$ cat src/rtl/trace_capture_ctrl.sv
// Trace capture sequencer: arm, trigger qualification, post-trigger delay,
// bounded capture into the trace FIFO, and sticky status for register readback.
`timescale 1ns/1ps
module trace_capture_ctrl #(
    parameter int pLEN_WIDTH   = 32,
    parameter int pDELAY_WIDTH = 20
) (
    input  logic                    fe_clk,
    input  logic                    reset,
    input  logic                    I_arm,
    input  logic [1:0]              I_trig_sel,
    input  logic                    I_m3_trig,
    input  logic                    I_trace_match,
    input  logic [pDELAY_WIDTH-1:0] I_trig_delay,
    input  logic [pLEN_WIDTH-1:0]   I_capture_len,
    input  logic                    I_data_valid,
    input  logic                    I_fifo_full,
    output logic                    O_fifo_wr,
    output logic                    O_armed,
    output logic                    O_capturing,
    output logic                    O_trig_out,
    output logic                    O_done,
    output logic                    O_overflow,
    output logic [pLEN_WIDTH-1:0]   O_words
);

    localparam logic [2:0] ST_IDLE  = 3'd0;
    localparam logic [2:0] ST_ARMED = 3'd1;
    localparam logic [2:0] ST_DELAY = 3'd2;
    localparam logic [2:0] ST_CAPT  = 3'd3;
    localparam logic [2:0] ST_DONE  = 3'd4;

    logic [2:0]              state;
    logic [2:0]              state_nx;
    logic                    arm_r;
    logic [1:0]              trig_r;
    logic [1:0]              sel_q;
    logic [pDELAY_WIDTH-1:0] delay_q;
    logic [pDELAY_WIDTH-1:0] dly_cnt;
    logic [pLEN_WIDTH-1:0]   len_q;
    logic [pLEN_WIDTH-1:0]   words_q;
    logic [pLEN_WIDTH-1:0]   words_inc;
    logic                    done_q;
    logic                    ovf_q;
    logic                    trig_out_q;

    logic arm_rise;
    logic arm_fall;
    logic src_now;
    logic src_prev;
    logic trig_hit;
    logic in_capt;
    logic fifo_wr;
    logic dropped;
    logic len_hit;
    logic idle_or_done;

    assign arm_rise     = I_arm & ~arm_r;
    assign arm_fall     = ~I_arm & arm_r;
    assign idle_or_done = (state == ST_IDLE) || (state == ST_DONE);

    // trig_r holds the raw sources; the latched select picks which pair to edge-detect
    always_comb begin
        src_now  = 1'b0;
        src_prev = 1'b0;
        case (sel_q)
            2'd0: begin
                src_now  = I_m3_trig;
                src_prev = trig_r[0];
            end
            2'd1: begin
                src_now  = I_trace_match;
                src_prev = trig_r[1];
            end
            2'd2: begin
                src_now  = I_m3_trig | I_trace_match;
                src_prev = trig_r[0] | trig_r[1];
            end
            default: begin
                src_now  = 1'b0;
                src_prev = 1'b0;
            end
        endcase
    end

    assign trig_hit  = (sel_q == 2'd3) | (src_now & ~src_prev);
    assign in_capt   = (state == ST_CAPT);
    assign fifo_wr   = in_capt & I_data_valid & ~I_fifo_full;
    assign dropped   = in_capt & I_data_valid & I_fifo_full;
    assign words_inc = (words_q == '1) ? words_q : words_q + 1'b1;
    assign len_hit   = (len_q != '0) && (words_inc == len_q);

    always_comb begin
        state_nx = state;
        case (state)
            ST_IDLE: begin
                if (arm_rise) state_nx = ST_ARMED;
            end
            ST_ARMED: begin
                if (arm_fall)
                    state_nx = ST_IDLE;
                else if (trig_hit)
                    state_nx = (delay_q == '0) ? ST_CAPT : ST_DELAY;
            end
            ST_DELAY: begin
                if (arm_fall)
                    state_nx = ST_IDLE;
                else if (dly_cnt <= 1)
                    state_nx = ST_CAPT;
            end
            ST_CAPT: begin
                if (arm_fall)
                    state_nx = ST_IDLE;
                else if (dropped || (fifo_wr && len_hit))
                    state_nx = ST_DONE;
            end
            ST_DONE: begin
                if (arm_fall)
                    state_nx = ST_IDLE;
                else if (arm_rise)
                    state_nx = ST_ARMED;
            end
            default: state_nx = ST_IDLE;
        endcase
    end

    always_ff @(posedge fe_clk) begin
        if (reset) begin
            state      <= ST_IDLE;
            arm_r      <= 1'b0;
            trig_r     <= 2'b00;
            dly_cnt    <= '0;
            words_q    <= '0;
            done_q     <= 1'b0;
            ovf_q      <= 1'b0;
            trig_out_q <= 1'b0;
        end else begin
            state      <= state_nx;
            arm_r      <= I_arm;
            trig_r     <= {I_trace_match, I_m3_trig};
            trig_out_q <= (state_nx == ST_CAPT) && (state != ST_CAPT);

            if (state == ST_ARMED)
                dly_cnt <= delay_q;
            else if (state == ST_DELAY)
                dly_cnt <= dly_cnt - 1'b1;

            if (idle_or_done && arm_rise) begin
                words_q <= '0;
                done_q  <= 1'b0;
                ovf_q   <= 1'b0;
            end else begin
                if (fifo_wr) words_q <= words_inc;
                if (dropped) ovf_q   <= 1'b1;
                if (in_capt && state_nx == ST_DONE) done_q <= 1'b1;
            end
        end
    end

    // Capture configuration is frozen at arm time so register writes cannot disturb a capture
    always_ff @(posedge fe_clk) begin
        if (idle_or_done && arm_rise) begin
            sel_q   <= I_trig_sel;
            delay_q <= I_trig_delay;
            len_q   <= I_capture_len;
        end
    end

    assign O_fifo_wr   = fifo_wr;
    assign O_armed     = (state == ST_ARMED) || (state == ST_DELAY);
    assign O_capturing = in_capt;
    assign O_trig_out  = trig_out_q;
    assign O_done      = done_q;
    assign O_overflow  = ovf_q;
    assign O_words     = words_q;

endmodule

$ cat config.mk
export PLATFORM = sky130hd
export DESIGN_NAME = trace_capture_ctrl
export DESIGN_NICKNAME = d
export VERILOG_FILES = /design/src/rtl/trace_capture_ctrl.sv
export SDC_FILE = /design/constraint.sdc
export NUM_CORES = 1
export LEC_CHECK = 0
export ABC_CLOCK_PERIOD_IN_PS = 9340
export CORE_ASPECT_RATIO = 1.5
export CORE_MARGIN = 1.5
export CORE_UTILIZATION = 35
export CTS_CLUSTER_SIZE = 20
export DETAILED_ROUTE_END_ITERATION = 10
export GPL_ROUTABILITY_DRIVEN = 0
export GPL_TIMING_DRIVEN = 0
export PLACE_DENSITY = 0.54
export SYNTH_ARGS = -nofsm -noshare
export SYNTH_HDL_FRONTEND = slang
export SYNTH_SLANG_ARGS = --single-unit
$ cat constraint.sdc
create_clock -name fe_clk -period 9.34 [get_ports fe_clk]
set_input_delay 1.401 -clock fe_clk [delete_from_list [all_inputs] [get_ports fe_clk]]
set_output_delay 1.401 -clock fe_clk [all_outputs]
set_load 0.05 [all_outputs]
==> flow_summary.toml, run 1 <==
[global_routing]
grt_pass1_vias = 5971
grt_use_total_pct = 21.9
antenna_found_initial = 0
grt_overflow = 0
grt_pass1_wl_um = 31500
grt_max_degree = 17

[power_and_ir_drop]
clkPwrFrac_pct = 45.5
p_total_mw = 1.42
p_sw_mw = 0.366
seq_power_share_pct = 41.7
internal_power_mw = 1.05
leakagePower_nw = 2.77
combPwrFrac_pct = 12.8
irDropWorstVdd_v = 0.000123
p_per_area_nw_per_um2 = 173
switching_share_pct = 25.8

[cts]
clock_latency_ps = 430
h-tree-depth = 4
clock-sinks = 115
numCtsBuffers = 17
tritoncts = "done"
hold_buffers = 0
cts-root-buf = "clkbuf_16"
clkTransAtPathRegs_ps = 50
cts_resized = 0
clockBufferDepth = 2
post_cts_buffers = 0

[critical_path]
crit_type = "in -> out"
rrSetupSlack_ps = 5720
required_ps = 7940
r2r.worst_path.cells = 11
r2r_start = "O_words[1]"
startpoint_type = "input pin"
cp_max_fo = 10
r2r_end = "O_done"
cp.arrival_ps = 3600
endpoint_kind = "primary output"

[layout]
stdcell_area_um2 = 8170
drive_gt1_share_pct = 10.2
num_antenna_cells = 0
syn2layout_area_growth_pct = 29.7
final_util_pct = 46.7
final_nets = 846

[floorplanning]
core_area_um2 = 17500
die-area_um2 = 18800
die_y_um = 167
pin_count = 99
placementRows = 59
die_w_um = 113
start_util_pct = 36.0

[drt]
routed_wl_um = 20000
ant_nets = 0
drt_iter0_drc = 373
route.detailed.drc = 5
routed-wl-met3_um = 1130
wl_per_cell_um = 19.9
top_layer = "met4"
num_vias = 5781
wl_met1_um = 6820
viasPerCell = 5.74
dr.pass1.iters = 8
routed-wl-met2_um = 10800

[synthesis]
async_reset_ff_share_pct = 0
synthCells = 661
ys.flop_type = "dfxtp_1"
syn_nets = 725
synth.avg_cell_area_um2 = 9.53
synth_edf_count = 54
synth.distinct_cells = 76
yosys_warnings = 0
synth_seq_cells = 115
yosysTopAreaCell = "edfxtp_1"
syn_area_um2 = 6300
synth_area_leaders = "edfxtp_1, dfxtp_1, nor2_1"
yosysSeqAreaShare_pct = 45.1
yosysTopAreaCellShare_pct = 25.7

[timing]
hold_violations = 0
max_freq_mhz = 200
finalCritPeriodShare_pct = 53.5
relSlewSlack_pct = 16.4
slew_viol_final = 0
finalCriticalPeriod_ps = 5000
worst_pin_slew_ps = 1240
setup-tns-final_ps = 0
finalSetupViolCount = 0
rsz0062_at_grt = "no"
setup_slack_ps = 4340
worst_clock_skew_ps = 11.2

[hold_path]
hold_depth = 2
hold_end = "dly_cnt[19]"
hold_path_class = "reg -> reg"
hp-start = "dly_cnt[19]"

[placed_design]
hpwl_um = 15500
portBuffers = 97
place_worst_setup_slack_ps = 4350
place_area_um2 = 7600

[flow_run]
max_cap_viol_count = 0

[status]
violations = "design-rule violations"
outcome = "finished with violations"
==> final cells by class <==
type                            instances  area (um2)
Buffer                                 38         283
Clock buffer                           19         433
Clock inverter                         13         141
Fill cell                            1667        9320
Inverter                               11        41.3
Multi-Input combinational cell        497        3140
Sequential cell                       115        2840
Tap cell                              213         267
Timing Repair Buffer                  102        1030
==> kinds of logic (layout without fill, tap and decap cells) <==
logic type                 Yosys count  after routing  share of synthesized area, %
and+or+nand+nor                    305            305                          26.3
DFF                                115            115                          45.1
buffers and inverters               49            183                          5.14
adders and majority gates            3              3                         0.596
xor gates and xnor gates            67             67                          9.32
muxes                                6              6                         0.993
AOI/OAI and AO/OA                  116            116                          12.5
==> synth_stat cells (4+ instances only) <==
master,count
nor2_1,91
dfxtp_1,61
edfxtp_1,54
nand2_1,46
xnor2_1,37
o21ai_0,30
xor2_1,30
a21oi_1,29
nor4_1,29
nor3_1,25
nand3_1,24
nand4_1,20
clkbuf_1,15
inv_1,11
buf_6,10
and4_1,8
a31oi_1,7
nor2b_1,7
or3_1,7
a211oi_1,6
a221oi_1,6
a222oi_1,6
and3_1,6
buf_4,5
nand2b_1,5
and2_1,4
and3_2,4
mux2i_1,4
==> registers in the layout, indices dropped and copies added, names as in the netlist <==
| signal | flops |
|---|---|
| arm_r | 1 |
| O_words | 32 |
| len_q | 32 |
| sel_q | 2 |
| delay_q | 20 |
| dly_cnt | 20 |
| O_overflow | 1 |
| state | 3 |
| O_done | 1 |
| trig_r | 2 |
| O_trig_out | 1 |
==> critical path, cell delays in order <==
cell,delay (ps)
clkdlybuf4s50_1,560
nand3b_1,190
clkbuf_1,480
inv_1,210
clkdlybuf4s50_1,750
==> worst max path at each step <==
stage,start,endpoint
after global routing,I_fifo_full,O_fifo_wr
after detailed placement,I_fifo_full,O_fifo_wr
after global placement,I_arm,O_words[6]
after CTS,I_fifo_full,O_fifo_wr
final,I_fifo_full,O_fifo_wr
after floorplan,I_arm,O_overflow
==> metal layers <==
metal	vias to the layer above	global-route usage, %
met5	-	0
met1	2723	21.8
li1	2697	-
met3	85	4.02
met4	0	15.4
met2	276	40.6
==> metrics by stage <==
stage               hold slack, ps  instances
CTS                            506       1008
global route                   540       1008
detailed placement             494        976
finish                         506       1008
floorplan                      464        661
global placement               488        971
==> cell usage in the layout, fill, tap and decap left out, types with 15 or more instances in the layout <==
cell              n
clkbuf_1         17
nand2_1          46
nand3_1          24
clkbuf_16        17
nand4_1          20
buf_6            15
clkdlybuf4s50_1  97
edfxtp_1         54
xnor2_1          37
o21ai_0          30
xor2_1           30
nor2_1           91
nor3_1           24
a21oi_1          29
dfxtp_1          61
nor4_1           29
==> power by group through the flow <==
stage,logic [mW],registers [mW],clock network [mW]
finish,0.181,0.591,0.644
global route,0.195,0.593,0.679
CTS,0.179,0.590,0.655
detailed placement,0.178,0.600,0
global placement,0.169,0.603,0
floorplan,0.105,0.594,0
Note: power is estimated with default switching activity, not from simulation.
==> run 2, diff against run 1 <==
Settings changed: ABC_CLOCK_PERIOD_IN_PS 9340 to 4820.
Clock period 9.34 ns to 4.82 ns, I/O delays scaled along.
==> run 2 against run 1 <==
  * The run still ends with design-rule violations left
  * Core utilization rose by 0.21 points
  * Count of clock-buffer cells in the layout fell by 1
  * Clock skew fell by 7.3 ps
  * Sequential cell count did not move
  * Sequential power rose by 95%
  * Cell area rose by 0.46%
  * Sequential share of layout area fell by 0.16 points
  * Power rose by 96%
  * Die area did not move
  * Final cell count fell by 0.20%
  * Worst hold slack got worse by 2.2 ps
  * Critical path type is now reg -> out
  * Largest power group unchanged
  * Highest routed layer unchanged
==> flow_summary.toml, run 2 (synthesis gave the netlist of run 1 again) <==
[timing]
slew_viol_final = 0
setup-tns-final_ps = 0
rsz0062_at_grt = "no"
relSlewSlack_pct = 22.0
worst_clock_skew_ps = 3.95
setup_slack_ps = 770
holdWs_ps = 504
finalSetupViolCount = 0
worst_pin_slew_ps = 1160
hold_violations = 0
max_freq_mhz = 247
finalCriticalPeriod_ps = 4050
finalCritPeriodShare_pct = 84.0

[critical_path]
slowest_delay_ps = 910
crit_type = "reg -> out"
startpoint_type = "flip-flop"
cp_max_fo = 10
path_cells = "nor2_1 > and2_1 > clkbuf_1 > nor2_1 > inv_1 > clkbuf_1 > clkdlybuf4s50_1"
endpoint_kind = "primary output"
cp.arrival_ps = 3330
required_ps = 4100
critPathTopFamily = "buffers and inverters"
path_buf_inv = 4
cp_slowest_cell = "clkdlybuf4s50_1"

[power_and_ir_drop]
clkPwrFrac_pct = 45.8
combPwrFrac_pct = 12.9
leakagePower_nw = 2.78
switching_share_pct = 26.3
p_total_mw = 2.77
internal_power_mw = 2.05
irDropWorstVdd_v = 0.000238
p_sw_mw = 0.729
seq_power_share_pct = 41.3
p_per_area_nw_per_um2 = 338

[drt]
ant_nets = 0
route.detailed.drc = 3
wl_per_cell_um = 20.1
viasPerCell = 5.77
dr.pass1.iters = 8
routed_wl_um = 20200
num_vias = 5803
drt_iter0_drc = 298

[placed_design]
place_worst_setup_slack_ps = 1180
hpwl_um = 15600
portBuffers = 97

[layout]
final_common_cell = "clkdlybuf4s50_1"
final_util_pct = 46.9
syn2layout_area_growth_pct = 30.3
layout_common_cells = "clkdlybuf4s50_1, nor2_1, dfxtp_1"
final_nets = 844
num_antenna_cells = 0
drive_gt1_share_pct = 10.3

[floorplanning]
core_area_um2 = 17500
pin_count = 99
die_y_um = 167
die_w_um = 113
start_util_pct = 36.0
placementRows = 59
die-area_um2 = 18800

[global_routing]
grt_overflow = 0
grt_pass1_vias = 5900
antenna_found_initial = 0
grt_use_total_pct = 21.7
grt_max_degree = 22
grt_pass1_wl_um = 31300

[cts]
clock-sinks = 115
clockBufferDepth = 2
post_cts_buffers = 0
cts_resized = 0
hold_buffers = 0
tritoncts = "done"
cts-root-buf = "clkbuf_16"
h-tree-depth = 4
numCtsBuffers = 17
clock_latency_ps = 420
clkTransAtPathRegs_ps = 50

[flow_run]
max_cap_viol_count = 0

[hold_path]
hold_path_class = "reg -> reg"

[status]
outcome = "finished with violations"
violations = "design-rule violations"
==> run 2: changes by cell type in the layout (fill, tap and decap cells not counted), sizes merged <==
cell	change
buf	-2
clkbuf	-1
clkinv	+2
inv	+1
clkinvlp	-2
==> run 2: layout make-up <==
type	count	area, um2
Buffer	38	283
Fill cell	1664	9290
Inverter	11	41.3
Timing Repair Buffer	100	1040
Tap cell	213	267
Clock buffer	18	429
Sequential cell	115	2840
Multi-Input combinational cell	497	3140
Clock inverter	14	163
==> run 2: through the flow <==
stage	area (um2)	cells
after floorplan	6300	661
after global placement	7540	971
after detailed placement	7620	974
after CTS	8210	1006
after global routing	8210	1006
final	8210	1006
==> run 2: worst paths after layout <==
kind / startpoint / end / slack, ps / cells after the start
max: state[1] / O_armed / 770 / 7
min: dly_cnt[16] / dly_cnt[16] / 500 / 2
max reg2reg: O_words[1] / O_done / 1160 / 11
min reg2reg: dly_cnt[16] / dly_cnt[16] / 500 / 2
==> run 2: power by group through the flow <==
stage	logic [mW]	registers (mW)	clock network, mW
2_1_floorplan	0.204	1.15	0
3_3_place_gp	0.328	1.17	0
3_5_place_dp	0.349	1.16	0
4_1_cts	0.352	1.14	1.29
5_1_grt	0.385	1.15	1.34
6_report	0.357	1.15	1.27
==> run 2: layer usage <==
| layer | up-vias | part of all wire, % | track usage [%] |
|---|---|---|---|
| met5 | - | 0 | 0 |
| li1 | 2692 | - | - |
| met4 | 0 | 6.7 | 16.0 |
| met1 | 2749 | 35 | 21.3 |
| met2 | 271 | 53 | 40.0 |
| met3 | 91 | 5.0 | 4.20 |
==> run 2: worst min-delay path: stages (launching register included) <==
cell and delay, ps:
dfxtp_1 320, a221oi_1 70, nor2_1 80
